==> src/rtl/inst_fetch_if.sv <==
// inst_fetch_if: fetch unit bus to the BPU, instruction memory and pre-decoder
interface inst_fetch_if #(
  parameter int ADDR_WIDTH = 32,
  parameter int DATA_WIDTH = 32
);
  logic                  bpu_flush;
  logic [ADDR_WIDTH-1:0] bpu_target;
  logic                  bp_taken;
  logic [ADDR_WIDTH-1:0] bp_pc;
  logic                  imem_req_valid;
  logic                  imem_req_ready;
  logic [ADDR_WIDTH-1:0] imem_req_addr;
  logic                  imem_rsp_valid;
  logic [DATA_WIDTH-1:0] imem_rsp_data;
  logic                  inst_valid;
  logic [ADDR_WIDTH-1:0] inst_pc;
  logic [DATA_WIDTH-1:0] inst_data;
  logic                  inst_ready;
  modport master (
    input  bpu_flush, bpu_target, bp_taken, bp_pc, imem_req_ready, imem_rsp_valid, imem_rsp_data, inst_ready,
    output imem_req_valid, imem_req_addr, inst_valid, inst_pc, inst_data
  );
  modport slave (
    output bpu_flush, bpu_target, bp_taken, bp_pc, imem_req_ready, imem_rsp_valid, imem_rsp_data, inst_ready,
    input  imem_req_valid, imem_req_addr, inst_valid, inst_pc, inst_data
  );
endinterface

==> src/rtl/inst_fetch_unit.sv <==
// inst_fetch_unit: fetch PC, in-order imem requests with kill tracking, registered fetch queue
module inst_fetch_unit #(
  parameter int                    ADDR_WIDTH      = 32,
  parameter int                    DATA_WIDTH      = 32,
  parameter logic [ADDR_WIDTH-1:0] RESET_PC        = '0,
  parameter int                    MAX_OUTSTANDING = 2,
  parameter int                    FQ_DEPTH        = 4
) (
  input logic          CLK,
  input logic          RSTN,
  inst_fetch_if.master bus
);
  localparam int TW = MAX_OUTSTANDING > 1 ? $clog2(MAX_OUTSTANDING) : 1;
  localparam int OW = $clog2(MAX_OUTSTANDING + 1);
  localparam int FW = FQ_DEPTH > 1 ? $clog2(FQ_DEPTH) : 1;
  localparam int CW = $clog2(FQ_DEPTH + 1);

  logic [ADDR_WIDTH-1:0]      pc_q;
  logic [ADDR_WIDTH-1:0]      trk_pc [MAX_OUTSTANDING];
  logic [MAX_OUTSTANDING-1:0] trk_kill;
  logic [MAX_OUTSTANDING-1:0] wr_mask;
  logic [TW-1:0]              trk_wr, trk_rd;
  logic [OW-1:0]              outstanding;
  logic [ADDR_WIDTH-1:0]      fq_pc [FQ_DEPTH];
  logic [DATA_WIDTH-1:0]      fq_data [FQ_DEPTH];
  logic [FW-1:0]              fq_wr, fq_rd;
  logic [CW-1:0]              fq_count;
  logic [ADDR_WIDTH-1:0]      redirect_pc;
  logic                       fq_empty, accept, predict, redirect, rsp_pop, fq_push;

  function automatic logic [TW-1:0] trk_inc(input logic [TW-1:0] p);
    return p == TW'(MAX_OUTSTANDING - 1) ? '0 : p + 1'b1;
  endfunction

  // Credit counts killed entries too, so the queue can never overflow when they land
  always_comb begin
    fq_empty           = fq_count == '0;
    bus.imem_req_valid = RSTN && 32'(outstanding) < MAX_OUTSTANDING &&
                         32'(outstanding) + 32'(fq_count) < FQ_DEPTH && !bus.bpu_flush;
    bus.imem_req_addr  = pc_q;
    accept             = bus.imem_req_valid && bus.imem_req_ready;
    bus.inst_valid     = !fq_empty && bus.inst_ready && !bus.bpu_flush;
    bus.inst_pc        = fq_empty ? '0 : fq_pc[fq_rd];
    bus.inst_data      = fq_empty ? '0 : fq_data[fq_rd];
    predict            = bus.inst_valid && bus.bp_taken;
    redirect           = bus.bpu_flush || predict;
    redirect_pc        = (bus.bpu_flush ? bus.bpu_target : bus.bp_pc) & ~ADDR_WIDTH'(3);
    rsp_pop            = bus.imem_rsp_valid && outstanding != '0;
    fq_push            = rsp_pop && !trk_kill[trk_rd] && !redirect;
    wr_mask            = MAX_OUTSTANDING'(accept) << trk_wr;
  end

  always_ff @(posedge CLK or negedge RSTN)
    if (!RSTN) begin
      pc_q        <= RESET_PC & ~ADDR_WIDTH'(3);
      trk_kill    <= '0;
      trk_wr      <= '0;
      trk_rd      <= '0;
      outstanding <= '0;
      fq_wr       <= '0;
      fq_rd       <= '0;
      fq_count    <= '0;
    end else begin
      pc_q        <= redirect ? redirect_pc : accept ? pc_q + ADDR_WIDTH'(4) : pc_q;
      trk_kill    <= (trk_kill & ~wr_mask) | {MAX_OUTSTANDING{redirect}};
      trk_wr      <= accept ? trk_inc(trk_wr) : trk_wr;
      trk_rd      <= rsp_pop ? trk_inc(trk_rd) : trk_rd;
      outstanding <= outstanding + OW'(accept) - OW'(rsp_pop);
      fq_wr       <= redirect ? '0 : fq_wr + FW'(fq_push);
      fq_rd       <= redirect ? '0 : fq_rd + FW'(bus.inst_valid);
      fq_count    <= redirect ? '0 : fq_count + CW'(fq_push) - CW'(bus.inst_valid);
    end

  always_ff @(posedge CLK) begin
    if (accept) trk_pc[trk_wr] <= pc_q;
    if (fq_push) begin
      fq_pc[fq_wr]   <= trk_pc[trk_rd];
      fq_data[fq_wr] <= bus.imem_rsp_data;
    end
  end
endmodule

==> src/flat_wrapper.sv <==
// flat-port wrapper written by rule: the top's interface ports become plain ports
module inst_fetch_unit_flat 
#(
  parameter int                    ADDR_WIDTH      = 32,
  parameter int                    DATA_WIDTH      = 32,
  parameter logic [ADDR_WIDTH-1:0] RESET_PC        = '0,
  parameter int                    MAX_OUTSTANDING = 2,
  parameter int                    FQ_DEPTH        = 4
)
  (CLK, RSTN, bus_bpu_flush, bus_bpu_target, bus_bp_taken, bus_bp_pc, bus_imem_req_ready, bus_imem_rsp_valid, bus_imem_rsp_data, bus_inst_ready, bus_imem_req_valid, bus_imem_req_addr, bus_inst_valid, bus_inst_pc, bus_inst_data);
  inst_fetch_if #(.ADDR_WIDTH(ADDR_WIDTH), .DATA_WIDTH(DATA_WIDTH)) bus_i ();
  input logic CLK;
  input logic RSTN;
  input wire logic [$bits(bus_i.bpu_flush)-1:0] bus_bpu_flush;
  input wire logic [$bits(bus_i.bpu_target)-1:0] bus_bpu_target;
  input wire logic [$bits(bus_i.bp_taken)-1:0] bus_bp_taken;
  input wire logic [$bits(bus_i.bp_pc)-1:0] bus_bp_pc;
  input wire logic [$bits(bus_i.imem_req_ready)-1:0] bus_imem_req_ready;
  input wire logic [$bits(bus_i.imem_rsp_valid)-1:0] bus_imem_rsp_valid;
  input wire logic [$bits(bus_i.imem_rsp_data)-1:0] bus_imem_rsp_data;
  input wire logic [$bits(bus_i.inst_ready)-1:0] bus_inst_ready;
  output wire logic [$bits(bus_i.imem_req_valid)-1:0] bus_imem_req_valid;
  output wire logic [$bits(bus_i.imem_req_addr)-1:0] bus_imem_req_addr;
  output wire logic [$bits(bus_i.inst_valid)-1:0] bus_inst_valid;
  output wire logic [$bits(bus_i.inst_pc)-1:0] bus_inst_pc;
  output wire logic [$bits(bus_i.inst_data)-1:0] bus_inst_data;
  assign bus_i.bpu_flush = bus_bpu_flush;
  assign bus_i.bpu_target = bus_bpu_target;
  assign bus_i.bp_taken = bus_bp_taken;
  assign bus_i.bp_pc = bus_bp_pc;
  assign bus_i.imem_req_ready = bus_imem_req_ready;
  assign bus_i.imem_rsp_valid = bus_imem_rsp_valid;
  assign bus_i.imem_rsp_data = bus_imem_rsp_data;
  assign bus_i.inst_ready = bus_inst_ready;
  assign bus_imem_req_valid = bus_i.imem_req_valid;
  assign bus_imem_req_addr = bus_i.imem_req_addr;
  assign bus_inst_valid = bus_i.inst_valid;
  assign bus_inst_pc = bus_i.inst_pc;
  assign bus_inst_data = bus_i.inst_data;
  inst_fetch_unit #(.ADDR_WIDTH(ADDR_WIDTH), .DATA_WIDTH(DATA_WIDTH), .RESET_PC(RESET_PC), .MAX_OUTSTANDING(MAX_OUTSTANDING), .FQ_DEPTH(FQ_DEPTH)) u_core (.CLK(CLK), .RSTN(RSTN), .bus(bus_i));
endmodule
==> config.mk <==
export PLATFORM = sky130hd
export DESIGN_NAME = inst_fetch_unit_flat
export DESIGN_NICKNAME = d
export VERILOG_FILES = /design/src/rtl/inst_fetch_if.sv /design/src/rtl/inst_fetch_unit.sv /design/src/flat_wrapper.sv
export SDC_FILE = /design/constraint.sdc
export NUM_CORES = 1
export LEC_CHECK = 0
export ABC_CLOCK_PERIOD_IN_PS = 8200
export BUFFER_PORTS_ARGS = -buffer_cell sky130_fd_sc_hd__buf_2
export CAP_MARGIN = 20
export CORE_ASPECT_RATIO = 0.6
export CORE_MARGIN = 4
export CORE_UTILIZATION = 55
export CTS_CLUSTER_DIAMETER = 60
export CTS_CLUSTER_SIZE = 10
export DETAILED_ROUTE_END_ITERATION = 8
export GPL_TIMING_DRIVEN = 0
export PLACE_DENSITY = 0.75
export SLEW_MARGIN = 25
export SYNTH_ARGS = -nofsm -noshare
export SYNTH_HDL_FRONTEND = slang
export SYNTH_SLANG_ARGS = --single-unit
==> constraint.sdc <==
create_clock -name CLK -period 8.2 [get_ports CLK]
set_input_delay 0.41 -clock CLK [delete_from_list [all_inputs] [get_ports CLK]]
set_output_delay 0.41 -clock CLK [all_outputs]
set_load 0.01 [all_outputs]
==> results.md, run 1 <==
* Status: complete, no violations
* R2R depth at 12
* Synth Warn # at 0
* Resize count post-CTS at 0
* Mapped Area at 14400 um^2
* Cell Int Power at 3.56 mW
* Post-CTS Setup Bufs at 0
* Peak supply drop at 0.000199 V
* Power per cell area at 290 nW/um^2
* Final net count at 1172
* Area Overhead vs Synth at 20.2%
* Routability cong. at 0.884
* Initial Util at 56.3%
* Post-DRT Antenna Nets at 0
* Fin Setup TNS at 0 ns
* Reg2Reg Setup Slack at 4.46 ns
* Mean Syn Cell Area at 17.9 um^2
* Total number of vias at 8200
* Register share of total power at 44.5%
* Fmax at 0.268 GHz
* # diodes at 0
* Crit path capture type: flip-flop
* Psw at 1.45 mW
* RSZ-0062 raised after global routing: no
* Total of max-cap violations at 0
* DIE HEIGHT at 133 um
* Crit. Startpoint: u_core.fq_count[2]$_DFF_PN0_
* Vias per std cell at 5.74
* Synth top area share at 64.4%
* CP required at 8.44 ns
* Worst Path Max Fanout at 9
* Post-synth EDFFs at 308
* Cell variety after synth at 54
* Total Power at 5.01 mW
* # DRC at 0
* Pleak at 6.07 nW
* Max-slew headroom at 46.8%
* Min-Delay Endpoint: u_core.fq_data[3][10]$_DFFE_PP_
* H-tree depth at 2
* Setup violators final at 0
* Clock skew at 0.0257 ns
* Post-DP Area at 16100 um^2
* All-Layer GR Usage at 22.0%
* Max-slew violations at 0
* Worst Path Class, Setup: reg -> reg
* Primary FF master, synth: edfxtp_1
* Sw Ratio at 29.0%
* First DRT Iteration DRCs at 699
* Final Cell Area at 17300 um^2
* Clock tree buffer depth at 3
* Detail Placement HPWL at 21500 um
* Die area at 28800 um^2
* Hold Path Origin: bus_imem_rsp_data[10]
* Register area share after synthesis at 71.9%
* WL/cell at 21.9 um
* HP Class: in -> reg
* Synth Instances at 802
* Ys async rst share at 12.3%
* Area leader, netlist: edfxtp_1
* Hold Path Stages at 1
* TritonCTS Buffers at 41
* Global route overflow at 0
* Port buffer count at 192
* Vias in the first global route at 8271
* Crit path launch type: flip-flop
* R2R Path End: u_core.fq_pc[0][14]$_DFFE_PP_
* Final min period at 3.74 ns
* Placeable Area at 25500 um^2
* Initial antenna violation count at 0
* Total clock sinks at 351
* Comb pwr share at 23.6%
* Worst-Margin Slew at 0.789 ns
* Layout cells sized above 1 at 35.7%
* Worst skew pair latency at 0.54 ns
* Dominant cells by area after synthesis: edfxtp_1 64%, mux4_2 9.7%, dfrtp_1 7.5%, nor2b_1 3.6%, mux2_2 2.4%
* Arr. time, crit path at 3.97 ns
* Min Hold Slack at 0.101 ns
* Total iterations of the first detailed-routing run at 5
* First-pass GRT wire length at 48400 um
* Fin crit share at 45.6%
* Crit Reg-Reg Startpoint: u_core.fq_count[2]$_DFF_PN0_
* Reg clk slew, reported paths at 0.06 ns
* Largest net degree at the start of global routing at 46
* DIE WIDTH at 217 um
* Final Hold Viols at 0
* Final wirelength at 31300 um
* I/O Pins at 201
* CTS tree: done
* Root Buffer: clkbuf_16
* Clock share of power at 31.9%
* Util after Layout at 67.7%
* Synth Register Bits at 351
* Placement row count at 45
## state kept, by name, indices dropped and copies added (netlist names), 3 cells and up
signal / count
u_core.fq_pc: 120
u_core.fq_count: 3
u_core.trk_pc: 60
u_core.fq_data: 128
u_core.bus.imem_req_addr: 30
## what timing repair did
item / in CTS / in global routing
hold endpoints to repair: 43 / 0
hold buffers: 1 / 0
endpoints found under the setup margin: 0 / 0
## power groups by stage
stage	combinational (mW)	sequential [mW]	clock [mW]
2_1_floorplan	0.697	2.25	0
3_3_place_gp	1.16	2.27	0
3_5_place_dp	1.20	2.26	0
4_1_cts	1.21	2.23	1.63
5_1_grt	1.30	2.24	1.71
6_report	1.18	2.23	1.60
## metrics by stage
stage	cells	setup WS, ns
final	1429	4.46
after global routing	1429	4.26
after CTS	1429	4.44
after detailed placement	1368	4.43
after global placement	1349	-2.05
after floorplan	805	1.62
## layout by cell type, fill, tap and decap left out, types with 4 or more instances in the layout
master / Yosys / layout
nor2_1: 17 / 14
buf_16: 0 / 4
clkbuf_1: 27 / 42
a22o_1: 4 / 4
a22oi_1: 6 / 6
ha_1: 8 / 8
inv_1: 11 / 11
nor2b_1: 82 / 82
xor2_1: 9 / 9
a211oi_1: 22 / 22
nand2_1: 19 / 19
clkbuf_16: 0 / 43
and3_1: 5 / 4
a31oi_1: 5 / 5
o21ai_0: 10 / 10
and4_1: 4 / 4
buf_4: 4 / 14
nand4_1: 11 / 11
or4_1: 4 / 4
mux4_2: 62 / 62
xnor2_1: 15 / 15
nor3_1: 9 / 8
mux2_2: 30 / 30
a21oi_1: 19 / 19
edfxtp_1: 308 / 308
nand3_1: 13 / 13
conb_1: 1 / 4
buf_12: 0 / 5
dfrtp_1: 43 / 43
buf_2: 14 / 205
## Yosys cell counts, drive strengths merged (3+ instances only)
library cell / number
a211oi: 22
a21oi: 19
a221o: 3
a22o: 4
a22oi: 6
a31oi: 5
and2: 4
and3: 5
and4: 4
buf: 18
clkbuf: 27
dfrtp: 43
edfxtp: 308
ha: 8
inv: 11
mux2: 30
mux4: 62
nand2: 19
nand3: 15
nand4: 12
nor2: 19
nor2b: 82
nor3: 10
nor4: 4
o21ai: 10
o31ai: 3
or4: 4
xnor2: 15
xor2: 9
## per-layer routing
metal  part of all wire (%)  up-vias  track usage [%]
li1                       -     3672                -
met1                     46     4221             34.1
met2                     46      271             32.7
met3                    6.9       36             4.49
met4                    1.3        0             5.04
met5                      0        -                0
## final cells by class
| class | count | area [um^2] |
|---|---|---|
| Inverter | 12 | 46.3 |
| Sequential cell | 351 | 10300 |
| Timing Repair Buffer | 212 | 1260 |
| Fill cell | 1727 | 8240 |
| Clock inverter | 2 | 17.5 |
| Clock buffer | 58 | 1130 |
| Tap cell | 352 | 440 |
| Multi-Input combinational cell | 397 | 3840 |
| Buffer | 45 | 201 |
## kinds of logic after synthesis
family / synth area share, %
muxes: 12.1
other: 0.0261
AOI/OAI and AO/OA: 4.28
DFF: 71.9
buffers and inverters: 1.73
and+or+nand+nor: 7.62
adders and majority gates: 0.837
xor gates and xnor gates: 1.46
## critical path, cell delays in order, from the launching register on
cell and delay [ns]:
dfrtp_1 0.47, o311ai_4 0.37, nand2b_1 0.09, buf_2 0.21
a2111oi_4 0.51, nor3b_2 0.39, buf_4 0.24, buf_6 0.16
buf_4 0.17, buf_4 0.18, buf_4 0.20, buf_4 0.20
buf_4 0.21
## worst max-delay path by stage
stage | cells after the start | slack [ns] | endpoint
finish | 12 | 4.46 | u_core.fq_pc[0][14]$_DFFE_PP_
global placement | 5 | -2.05 | u_core.fq_pc[0][12]$_DFFE_PP_
global route | 12 | 4.26 | u_core.fq_pc[0][14]$_DFFE_PP_
floorplan | 5 | 1.62 | u_core.fq_data[0][0]$_DFFE_PP_
CTS | 12 | 4.44 | u_core.fq_pc[0][14]$_DFFE_PP_
detailed placement | 12 | 4.43 | u_core.fq_pc[0][15]$_DFFE_PP_
(Power assumes the default switching activity.)
==> run 2: changes to the inputs <==
- ABC_CLOCK_PERIOD_IN_PS: 8200 -> 3200
- CORE_UTILIZATION: 55 -> 52
- PLACE_DENSITY: 0.75 -> 0.74
- clock period: 8.2 -> 3.2 ns (I/O delays scaled with it)
==> results.md, run 2 (synthesis results as in run 1) <==
* Initial Util at 53.5% (-2.8 points)
* Pleak at 6.34 nW (+4.6%)
* First DRT Iteration DRCs at 758 (+8.4%)
* Crit. Startpoint: u_core.fq_rd[0]$_DFF_PN0_
* Total iterations of the first detailed-routing run at 4 (-1)
* Crit path launch type: flip-flop
* Routability cong. at 0.807 (-8.7%)
* All-Layer GR Usage at 22.1% (+0.11 points)
* Fmax at 0.334 GHz
* Initial antenna violation count at 3 (+3)
* Layout cells sized above 1 at 33.8% (-1.9 points)
* Biggest regs: u_core.fq_data x128, u_core.fq_pc x120, u_core.trk_pc x60
* First-pass GRT wire length at 51100 um (+5.6%)
* Placement row count at 46 (+2.2%)
* Die area at 30400 um^2 (+5.5%)
* Register share of total power at 44.1% (-0.4 points)
* HP Class: in -> reg
* Most flops, register: u_core.fq_data
* DIE WIDTH at 223 um (+2.7%)
* Hold Path Origin: bus_bp_pc[5]
* WL/cell at 22.2 um (+1.2%)
* Critical Path Slowest Stage Cell: mux4_2
* Worst-Margin Slew at 0.847 ns (+0.0581 ns)
* Arr. time, crit path at 2.84 ns (-1.13 ns)
* Worst Path Max Fanout at 10 (+1)
* Area Overhead vs Synth at 25.3%
* Final wirelength at 33300 um (+6.4%)
* Fin crit share at 93.6%
* Root Buffer: clkbuf_16
* Peak supply drop at 0.000541 V (+170%)
* Worst Path Class, Setup: reg -> out
* Reg clk slew, reported paths at 0.06 ns (about the same)
* Vias per std cell at 5.69 (-0.79%)
* Total Power at 13.0 mW (+160%)
* Crit Reg-Reg Startpoint: u_core.fq_count[0]$_DFF_PN0_
* Psw at 3.78 mW (+160%)
* CP max stage delay at 0.56 ns (+0.05 ns)
* TritonCTS Buffers at 41 (unchanged)
* Vias in the first global route at 8781 (+6.2%)
* H-tree depth at 2 (unchanged)
* CP required at 3.04 ns (-5.40 ns)
* Total number of vias at 8551 (+4.3%)
* Global route overflow at 0 (unchanged)
* Total of max-cap violations at 0 (unchanged)
* Clock share of power at 31.6% (-0.3 points)
* Power per cell area at 721 nW/um^2 (+150%)
* Min Hold Slack at 0.0235 ns (-0.0772 ns)
* Setup violators final at 0 (unchanged)
* Most frequent cells in the layout: 308 x edfxtp_1, 204 x buf_2, 82 x nor2b_1
* Commonest non-fill, non-tap cell in the layout: edfxtp_1
* Worst path cell trace: clkbuf_1 -> buf_2 -> mux4_2 -> nor2b_1 -> buf_2
* Placeable Area at 26800 um^2 (+5.2%)
* Comb pwr share at 24.2% (+0.6 points)
* Cell Int Power at 9.19 mW (+160%)
* Total clock sinks at 351 (unchanged)
* Detail Placement HPWL at 22600 um (+4.9%)
* Max reg flops at 128 (unchanged)
* Clock tree buffer depth at 3 (unchanged)
* Worst skew pair latency at 0.54 ns (about the same)
* Sw Ratio at 29.1% (+0.090 points)
* Max-slew headroom at 43.5% (-3.3 points)
* Crit path capture type: primary output
* Largest net degree at the start of global routing at 46 (unchanged)
* Status: complete, no violations
* # DRC at 0 (unchanged)
* Worst path most repeated cell: buf_2
* Max-slew violations at 0 (unchanged)
* Final Hold Viols at 0 (unchanged)
* Final net count at 1233 (+5.2%)
* DIE HEIGHT at 137 um (+2.7%)
* Port buffer count at 192 (unchanged)
* Post-DRT Antenna Nets at 0 (unchanged)
* Final min period at 3.00 ns
* RSZ-0062 raised after global routing: no
* Clock skew at 0.0211 ns (-0.00455 ns)
* CTS tree: done
* I/O Pins at 201 (unchanged)
[run 2: repair_timing]
item / in CTS / in global routing
hold endpoints to repair: 195 / 0
gates resized for setup: 0 / 2
buffers inserted: 0 / 1
endpoints found under the setup margin: 0 / 13
hold buffers: 64 / 0
[run 2: cell type report]
class                           instances  area (um^2)
Fill cell                            1880         8830
Tap cell                              360          450
Sequential cell                       351        10300
Clock buffer                           59         1140
Multi-Input combinational cell        397         3840
Inverter                               12         46.3
Clock inverter                          2         17.5
Buffer                                 45          209
Timing Repair Buffer                  273         1950
Antenna cell                            3         7.51
[run 2: final timing paths]
check	end	slack (ns)	cells past startpoint
min in group asynchronous	u_core.bus.imem_req_addr[26]$_DFFE_PN0P_	0.18	2
min reg2reg	u_core.trk_kill[0]$_DFF_PN0_	0.54	2
min	u_core.bus.imem_req_addr[5]$_DFFE_PN0P_	0.02	4
max	bus_inst_pc[21]	0.20	5
max in group asynchronous	u_core.fq_count[1]$_DFF_PN0_	2.55	2
max reg2reg	u_core.fq_count[2]$_DFF_PN0_	0.36	11
[run 2: power groups by stage]
stage,Sequential (mW),Combinational (mW),Clock [mW]
2_1_floorplan,5.75,1.79,0
3_3_place_gp,5.80,2.98,0
3_5_place_dp,5.81,3.09,0
4_1_cts,5.72,3.18,4.18
5_1_grt,5.75,3.45,4.37
6_report,5.73,3.14,4.10
[run 2: through the flow]
step | std cells | TNS (ns) | area (um^2) | worst slack (ns) | utilization, %
detailed placement | 1373 | 0 | 16200 | 0.0406 | 60.3
global placement | 1357 | -231.18 | 15800 | -1.63 | 59.0
finish | 1502 | 0 | 18000 | 0.203 | 67.1
global route | 1502 | 0 | 18000 | 0.00890 | 67.1
CTS | 1498 | 0 | 18000 | 0.0207 | 67.0
floorplan | 805 | -11.32 | 14400 | -0.183 | -
[run 2: critical path: cells and delay by family (launching register included)]
kind / cells / cell delay (ns)
muxes: 1 / 0.56
DFF: 1 / 0.34
buffers and inverters: 3 / 1.23
and+or+nand+nor: 1 / 0.17
[run 2: per-layer routing]
metal	share of wire, %	global-route usage (%)	up-vias	wire length [um]
met1	46	33.1	4366	15300
met5	0	0	-	0
li1	-	-	3815	-
met4	1.6	5.47	0	542
met3	7.0	4.99	44	2320
met2	46	33.6	326	15200
